`config.mk`:
```
export PLATFORM = sky130hd
export DESIGN_NAME = exec_step_controller
export DESIGN_NICKNAME = d
export VERILOG_FILES = /design/src/rtl/exec_step_controller.sv
export SDC_FILE = /design/constraint.sdc
export NUM_CORES = 1
export LEC_CHECK = 0
export BUFFER_PORTS_ARGS = -buffer_cell sky130_fd_sc_hd__buf_4
export CORE_MARGIN = 5
export CORE_UTILIZATION = 50
export DETAILED_ROUTE_END_ITERATION = 10
export PLACE_DENSITY = 0.74
export REMOVE_ABC_BUFFERS = 1
export SLEW_MARGIN = 20
export SYNTH_ARGS = -nofsm -noshare
export SYNTH_HDL_FRONTEND = slang
export SYNTH_HIERARCHICAL = 1
export SYNTH_SLANG_ARGS = --single-unit
export TNS_END_PERCENT = 100
```
`constraint.sdc`:
```
create_clock -name CLOCK -period 3.22 [get_ports CLOCK]
set_input_delay 0.483 -clock CLOCK [delete_from_list [all_inputs] [get_ports CLOCK]]
set_output_delay 0.483 -clock CLOCK [all_outputs]
set_load 0.01 [all_outputs]
```
`src/rtl/exec_step_controller.sv`:
```
// Run/stop/single-step sequencer for the core: debounced EXEC/STEP buttons, PC breakpoint,
// core halt, stretched core reset and a single datapath clock enable (no gated clock).

module exec_step_debounce #(
  parameter int DEBOUNCE_CYCLES = 4,
  parameter int DB_W            = 16
) (
  input  logic i_clk,
  input  logic i_rst,
  input  logic i_raw,
  output logic o_press
);

  logic            r_s1;
  logic            r_s2;
  logic            r_level;
  logic [DB_W-1:0] r_cnt;
  logic            w_flip;

  // The flip is decided combinationally so the press pulse coincides with the level change.
  assign w_flip  = (r_s2 != r_level) && (r_cnt == DB_W'(DEBOUNCE_CYCLES - 1));
  assign o_press = w_flip & r_s2;

  always_ff @(posedge i_clk or posedge i_rst) begin
    if (i_rst) begin
      r_s1    <= 1'b0;
      r_s2    <= 1'b0;
      r_level <= 1'b0;
      r_cnt   <= '0;
    end else begin
      r_s1 <= i_raw;
      r_s2 <= r_s1;
      if (r_s2 == r_level) begin
        r_cnt <= '0;
      end else if (w_flip) begin
        r_cnt   <= '0;
        r_level <= r_s2;
      end else begin
        r_cnt <= r_cnt + DB_W'(1);
      end
    end
  end

endmodule

// state   | meaning
// STOP    | idle, waits for EXEC (run) or STEP (one instruction)
// RUN     | CPU_EN every cycle until EXEC, breakpoint or halt
// STEP    | exactly one CPU_EN cycle, then back to STOP (or HALTED)
// HALTED  | core executed halt; only RESET leaves
module exec_step_controller #(
  parameter int DEBOUNCE_CYCLES = 4,
  parameter int DB_W            = 16,
  parameter int PC_W            = 8,
  parameter int RST_HOLD        = 4,
  parameter int CNT_W           = 16
) (
  input  logic             CLOCK,
  input  logic             RESET,
  input  logic             EXEC,
  input  logic             STEP,
  input  logic             HALT_REQ,
  input  logic             BP_EN,
  input  logic [PC_W-1:0]  BP_ADDR,
  input  logic [PC_W-1:0]  PC,
  output logic             CPU_EN,
  output logic             RES_SIG,
  output logic             RUNNING,
  output logic [1:0]       STATE,
  output logic [CNT_W-1:0] INSTR_CNT
);

  typedef enum logic [1:0] {
    ST_STOP   = 2'd0,
    ST_RUN    = 2'd1,
    ST_STEP   = 2'd2,
    ST_HALTED = 2'd3
  } state_t;

  localparam int HOLD_W = $clog2(RST_HOLD + 1);

  state_t             r_state;
  state_t             w_state_nxt;
  logic               r_bp_armed;
  logic               w_bp_armed_nxt;
  logic               r_res;
  logic [HOLD_W-1:0]  r_hold_cnt;
  logic [CNT_W-1:0]   r_instr_cnt;
  logic               w_exec_p;
  logic               w_step_p;
  logic               w_bp_hit;
  logic               w_cpu_en;

  exec_step_debounce #(
    .DEBOUNCE_CYCLES (DEBOUNCE_CYCLES),
    .DB_W            (DB_W)
  ) u_db_exec (
    .i_clk   (CLOCK),
    .i_rst   (RESET),
    .i_raw   (EXEC),
    .o_press (w_exec_p)
  );

  exec_step_debounce #(
    .DEBOUNCE_CYCLES (DEBOUNCE_CYCLES),
    .DB_W            (DB_W)
  ) u_db_step (
    .i_clk   (CLOCK),
    .i_rst   (RESET),
    .i_raw   (STEP),
    .o_press (w_step_p)
  );

  // Reset stretch: down-counter, RES_SIG drops on the edge that reaches terminal count.
  always_ff @(posedge CLOCK or posedge RESET) begin
    if (RESET) begin
      r_hold_cnt <= HOLD_W'(RST_HOLD);
      r_res      <= 1'b1;
    end else if (r_hold_cnt != '0) begin
      r_hold_cnt <= r_hold_cnt - HOLD_W'(1);
      if (r_hold_cnt == HOLD_W'(1)) begin
        r_res <= 1'b0;
      end
    end
  end

  always_ff @(posedge CLOCK or posedge RESET) begin
    if (RESET) begin
      r_state    <= ST_STOP;
      r_bp_armed <= 1'b0;
    end else begin
      r_state    <= w_state_nxt;
      r_bp_armed <= w_bp_armed_nxt;
    end
  end

  always_comb begin
    w_state_nxt    = r_state;
    w_bp_armed_nxt = r_bp_armed;
    w_cpu_en       = 1'b0;
    w_bp_hit       = BP_EN && (PC == BP_ADDR) && r_bp_armed;
    case (r_state)
      ST_STOP: begin
        if (!r_res) begin
          if (w_exec_p) begin
            w_state_nxt    = ST_RUN;
            w_bp_armed_nxt = 1'b0;
          end else if (w_step_p) begin
            w_state_nxt = ST_STEP;
          end
        end
      end
      ST_RUN: begin
        w_cpu_en = !w_bp_hit;
        // Arming after the first executed instruction lets a resume at BP_ADDR proceed.
        if (w_cpu_en) begin
          w_bp_armed_nxt = 1'b1;
        end
        if (HALT_REQ && w_cpu_en) begin
          w_state_nxt = ST_HALTED;
        end else if (w_exec_p) begin
          w_state_nxt = ST_STOP;
        end else if (w_bp_hit) begin
          w_state_nxt = ST_STOP;
        end
      end
      ST_STEP: begin
        w_cpu_en    = 1'b1;
        w_state_nxt = HALT_REQ ? ST_HALTED : ST_STOP;
      end
      default: begin
      end
    endcase
  end

  always_ff @(posedge CLOCK or posedge RESET) begin
    if (RESET) begin
      r_instr_cnt <= '0;
    end else if (w_cpu_en) begin
      r_instr_cnt <= r_instr_cnt + CNT_W'(1);
    end
  end

  assign CPU_EN    = w_cpu_en;
  assign RES_SIG   = r_res;
  assign RUNNING   = (r_state == ST_RUN);
  assign STATE     = r_state;
  assign INSTR_CNT = r_instr_cnt;

endmodule

```
# Yosys cells after proc, flatten, opt, wreduce, memory -nomap -nowiden
# Index checks and enable logic that the tools add are counted.
classes:
  n_addsub: 4
  n_mul: 0
  muxes: 17
  div_mod_pow: 0
  eq_ne: 15
  n_shift: 0
  bitwise: 4
  magnitude_cmp: 0
  reduce_logical: 15
ops:
  columns: ["cell", "n"]
  rows:
  - ["two-way mux 16 bit", 4]
  - ["adder 16 x 1 -> 16 bit, second input constant", 3]
  - ["== test 16 x 2 -> 1 bit, second input constant", 2]
  - ["two-way mux 2 bit", 7]
  - ["== test 8 bit", 1]
  - ["AND reduction 4 bit", 2]
  - ["one-hot mux 2 bit (3 select lines)", 1]
  - ["AND reduction 2 bit", 3]
  - ["nonzero test 3 bit", 2]
  - ["logical AND 1 bit", 5]
  - ["!= test 2 bit, second input constant", 2]
  - ["!= test 4 x 1 -> 1 bit, second input constant", 1]
  - ["one-hot mux 1 bit (2 select lines)", 2]
  - ["== test 3 x 1 -> 1 bit, second input constant", 1]
  - ["two-way mux 1 bit", 3]
  - ["!= test 3 x 1 -> 1 bit, second input constant", 1]
  - ["subtractor 3 x 1 -> 3 bit, second input constant", 1]
  - ["AND 1 bit", 2]
  - ["== test 1 bit", 2]
  - ["== test 2 x 1 -> 1 bit, second input constant", 1]
  - ["== test 2 bit, second input constant", 1]
  - ["zero test 2 bit", 1]
  - ["!= test 1 bit", 2]
  - ["!= test 2 x 1 -> 1 bit, second input constant", 1]
  - ["other kinds (3)", 4]
totals:
  latch_bits: 0
  n_memories: 0
  in_bits: 22
  elab_cells: 68
  mem_bits_rw: 0
  reg_bits: 61
  out_inout_bits: 21
  romBits: 0

# Longest topological paths before layout
logic_depth:
  word_depth: 7
  depth_mapped: 9
  ltp_nobuf: 9

# Modules after synthesis
# Netlist, hierarchy kept.
modules_own_cells:
  columns: ["mod", "n_inst", "seq_area_each_um2", "cells_per_inst", "area_per_inst_um2"]
  rows:
  - ["exec_step_debounce", 2, 475.5, 88, 952.2]
  - ["exec_step_controller", 1, 578.1, 122, 1291.2]

# Least setup slack after synthesis
# No wires, ideal clock.
synth_path:
  kind: "register to register"
  from: "reg u_db_exec.r_cnt[0]"
  to: "reg r_state[0] (netlist: STATE[0])"
  path_stages_with_launch: 10
  path_buffers: 0
  setup_slack_ns: 0.834
  arrival_ns: 2.261
  synth_period_minus_slack_ns: 2.386
  path_cell_list: "dfrtp_1 > ha_1 > nor4b_2 > nand4_1 > nor3b_1 > nor2_1 > o21ai_0 > o21ai_0 > a31oi_1 > mux2_2"
synth_via:
  elab_chain_cells: 6
synth_lines:
  columns: ["item", "line_no", "text"]
  rows:
  - ["start, declared", "17", "logic [DB_W-1:0] r_cnt;"]
  - ["start signal, assigned", "39", "r_cnt <= r_cnt + DB_W'(1);"]
  - ["== test 16 x 2 -> 1 bit *", "21", "assign w_flip = (r_s2 != r_level) && (r_cnt == DB_W'(DEBOUNCE_CYCLES - 1));"]
  - ["logical AND 1 bit *", "21", null]
  - ["AND 1 bit *", "22", "assign o_press = w_flip & r_s2;"]
  - ["named net w_exec_p", "89", "logic w_exec_p;"]
  - ["two-way mux 2 bit, on equally long branches", "161, 145", null]
  - ["two-way mux 2 bit, on equally long branches", "159, 144", null]
  - ["one-hot mux 2 bit (3 select lines)", "142", "case (r_state)"]
  - ["end signal, assigned", "132", "r_state <= w_state_nxt;"]
  - ["end, declared", "82", "state_t r_state;"]
# Mark *: on every way through the listed nets, which the timed path passes. The rest lies on a longest branch. The select of a mux whose other input is x is not followed.
# A chain may end at the register's enable or synchronous reset.

# Worst setup path after layout
# Same ends and word-level chain as after synthesis.

==> metrics.cfg <==
[cells_and_area]
syn_to_final_growth_pct=17.3
num-fill-cells=537
multiInputGateArea_mm2=0.00157
nets=376
drive_gt1_share_pct=24.6
seq_area_mm2=0.00153
diodes=0

[timing]
maxSlewHeadroom_pct=42.6
period_minus_slack_ns=2.73
fmax_mhz=366
setup_viol=0
drv_slew=0
finalHoldViolations=0
finalWorstSetupSlack_ns=0.490
rsz0062_at_grt=no
skew_ns=0.00682
worst_pin_slew_ns=0.860
timing.setup.tns_ns=0
post-route-period-util_pct=84.8

[clock_network]
clk_pin_slew_ns=0.06
clock-sinks=61
clk_latency_ns=0.34
ctsHoldBuffers=0
cts_root_buf=clkbuf_8
numCtsBuffers=9
cts_tree=yes
cts.path.max_buffers=2
cts-resized-gates=0
htreeDepth=3
post-cts-setup-buffer-count=0

[global_routing]
grt_util_met3_pct=3.84
antenna_found_initial=0
grt_usage_pct=16.6
use_met1_pct=21.6
grt_max_degree=24
grt_pass1_wl_um=11300
met2_usage_pct=26.6
grt_pass1_vias=2479
grt-busiest-layer=met2
grt_overflow=0

[synth]
synth_area_leaders=dfrtp_1 (46%), xnor2_1 (9.3%), xor2_1 (5.5%)
yosysWarnings=6
syn_inst=298
synth_largest_area_cell=dfrtp_1
synth_edf_count=0
synth_top_area_share_pct=46.2
ys_async_sr_fraction_pct=100
ys_seq_area_share_pct=47.8
syn_area_per_cell_um2=10.7
syn-cell-area_mm2=0.00320
ys.flop_type=dfrtp_1
ys_ff_latch=61
synth_cell_types=38

[status]
status=complete, no violations

[route]
wire_per_inst_um=14.2
drcViolationCount=0
drt-initial-drc-count=69
dr.pass1.iters=4
ant_nets=0
vias=2307
drt-total-wl_um=6050
post_drt_via_cell_ratio=5.42

[power_and_ir_drop]
power_density_mw_per_mm2=578
cellLeakagePower_nw=1.68
total_power_mw=2.17
ir_drop_mv=0.395

[worst_setup_path]
start_kind=flop
path_max_fanout=5
crit_arrival_ns=2.95
path_class=reg2reg
worst_ep_required_time_ns=3.44
cp-end-kind=flop

[placement]
dp_hpwl_um=4490
routabilityCongestion=0.774
pre_cts_slack_ns=0.497
port_buffers=42

[job]
maxCapViolCount=0

[floorplan]
die_x_um=89.9
start_util_pct=50.9
rows=29
ios=43
dieArea_mm2=0.00809
die_h_um=89.9
core_area_mm2=0.00628

[min_path]
min_path_type=in2reg

-- cells in the final DEF, fill, tap and decap left out, drive strengths merged, types with 2 or more instances in the layout --
cell type / count
clkbuf: 12
and4: 6
o21ai: 4
nand4: 19
ha: 10
clkinv: 3
nand2: 14
mux2: 5
nor2: 42
nor4b: 2
buf: 43
xor2: 20
dfrtp: 59
nor3b: 2
inv: 15
nand3: 14
nor4: 13
dfstp: 2
mux2i: 2
nor3: 11
a21oi: 2
and3: 7
xnor2: 34
-- metal layers --
layer	wire [µm]	vias to the layer above	share of wire (%)
li1	-	1122	-
met1	2780	1129	46
met2	2950	46	49
met3	240	10	4.0
met4	88	0	1.5
met5	0	-	0
-- layout make-up --
type | count | share of cell area [%]
Clock buffer | 12 | 4.14
Clock inverter | 4 | 0.601
Inverter | 15 | 1.50
Multi-Input combinational cell | 214 | 41.8
Sequential cell | 61 | 40.8
Tap cell | 77 | 2.57
Timing Repair Buffer | 43 | 8.61
-- flip-flops by register name, summed over array words and instances (netlist names) --
signal             count
INSTR_CNT             16
u_db_exec/r_cnt       16
u_db_step/r_cnt       16
r_hold_cnt             3
STATE                  2
RES_SIG                1
r_bp_armed             1
u_db_exec/r_level      1
u_db_exec/r_s1         1
u_db_exec/r_s2         1
u_db_step/r_level      1
u_db_step/r_s1         1
u_db_step/r_s2         1
-- power by group --
part	total [mW]	switching [mW]	internal, mW
sequential	0.978	0.117	0.861
clock	0.607	0.290	0.317
combinational	0.581	0.314	0.267
-- logic make-up (layout without fill, tap and decap cells) --
group,Yosys count,count (layout),synth area share (%)
compound gates,10,10,1.96
xor+xnor,54,54,14.8
buf+inv,23,74,3.09
flops,61,61,47.8
simple gates,133,133,25.9
mux,7,7,2.51
fa+ha+maj,10,10,3.92
-- path summary, 6_finish.rpt --
path                                          from  cells past startpoint  slack [ns]           endpoint
worst max-delay path            u_db_exec/r_cnt[0]                      9        0.49           STATE[0]
max in group asynchronous                    RESET                      2        2.35           STATE[1]
worst min register to register      u_db_step/r_s1                      0        0.35     u_db_step/r_s2
worst max register to register  u_db_exec/r_cnt[0]                      9        0.49           STATE[0]
min in group asynchronous                    RESET                      2        0.28  u_db_step/r_level
worst min-delay path                          EXEC                      1        0.25     u_db_exec/r_s1
-- cells in the mapped netlist (all sizes together) (7+ instances only) --
cell type / number
nor2: 42
dfrtp: 59
inv: 15
nor4: 13
xor2: 20
nand4: 19
xnor2: 34
ha: 10
nand2: 14
and3: 7
nand3: 14
nor3: 11
-- worst max-delay path, stage by stage (launching register included) --
cell	delay (ns)
dfrtp_1	0.40
ha_1	0.27
nor4b_2	0.22
nand4_1	0.23
nor3b_1	0.49
nor2_1	0.10
o21ai_0	0.16
o21ai_0	0.11
a31oi_1	0.27
mux2_2	0.38
-- metrics by stage --
step | std cells | util (%) | hold slack, ns | area, µm²
after global placement | 410 | 56.9 | 0.334 | 3570
after CTS | 426 | 59.7 | 0.232 | 3750
after global routing | 426 | 59.7 | 0.231 | 3750
after detailed placement | 410 | 56.9 | 0.338 | 3570
final | 426 | 59.7 | 0.249 | 3750
after floorplan | 290 | - | 0.331 | 3150
(Power assumes the default switching activity.)
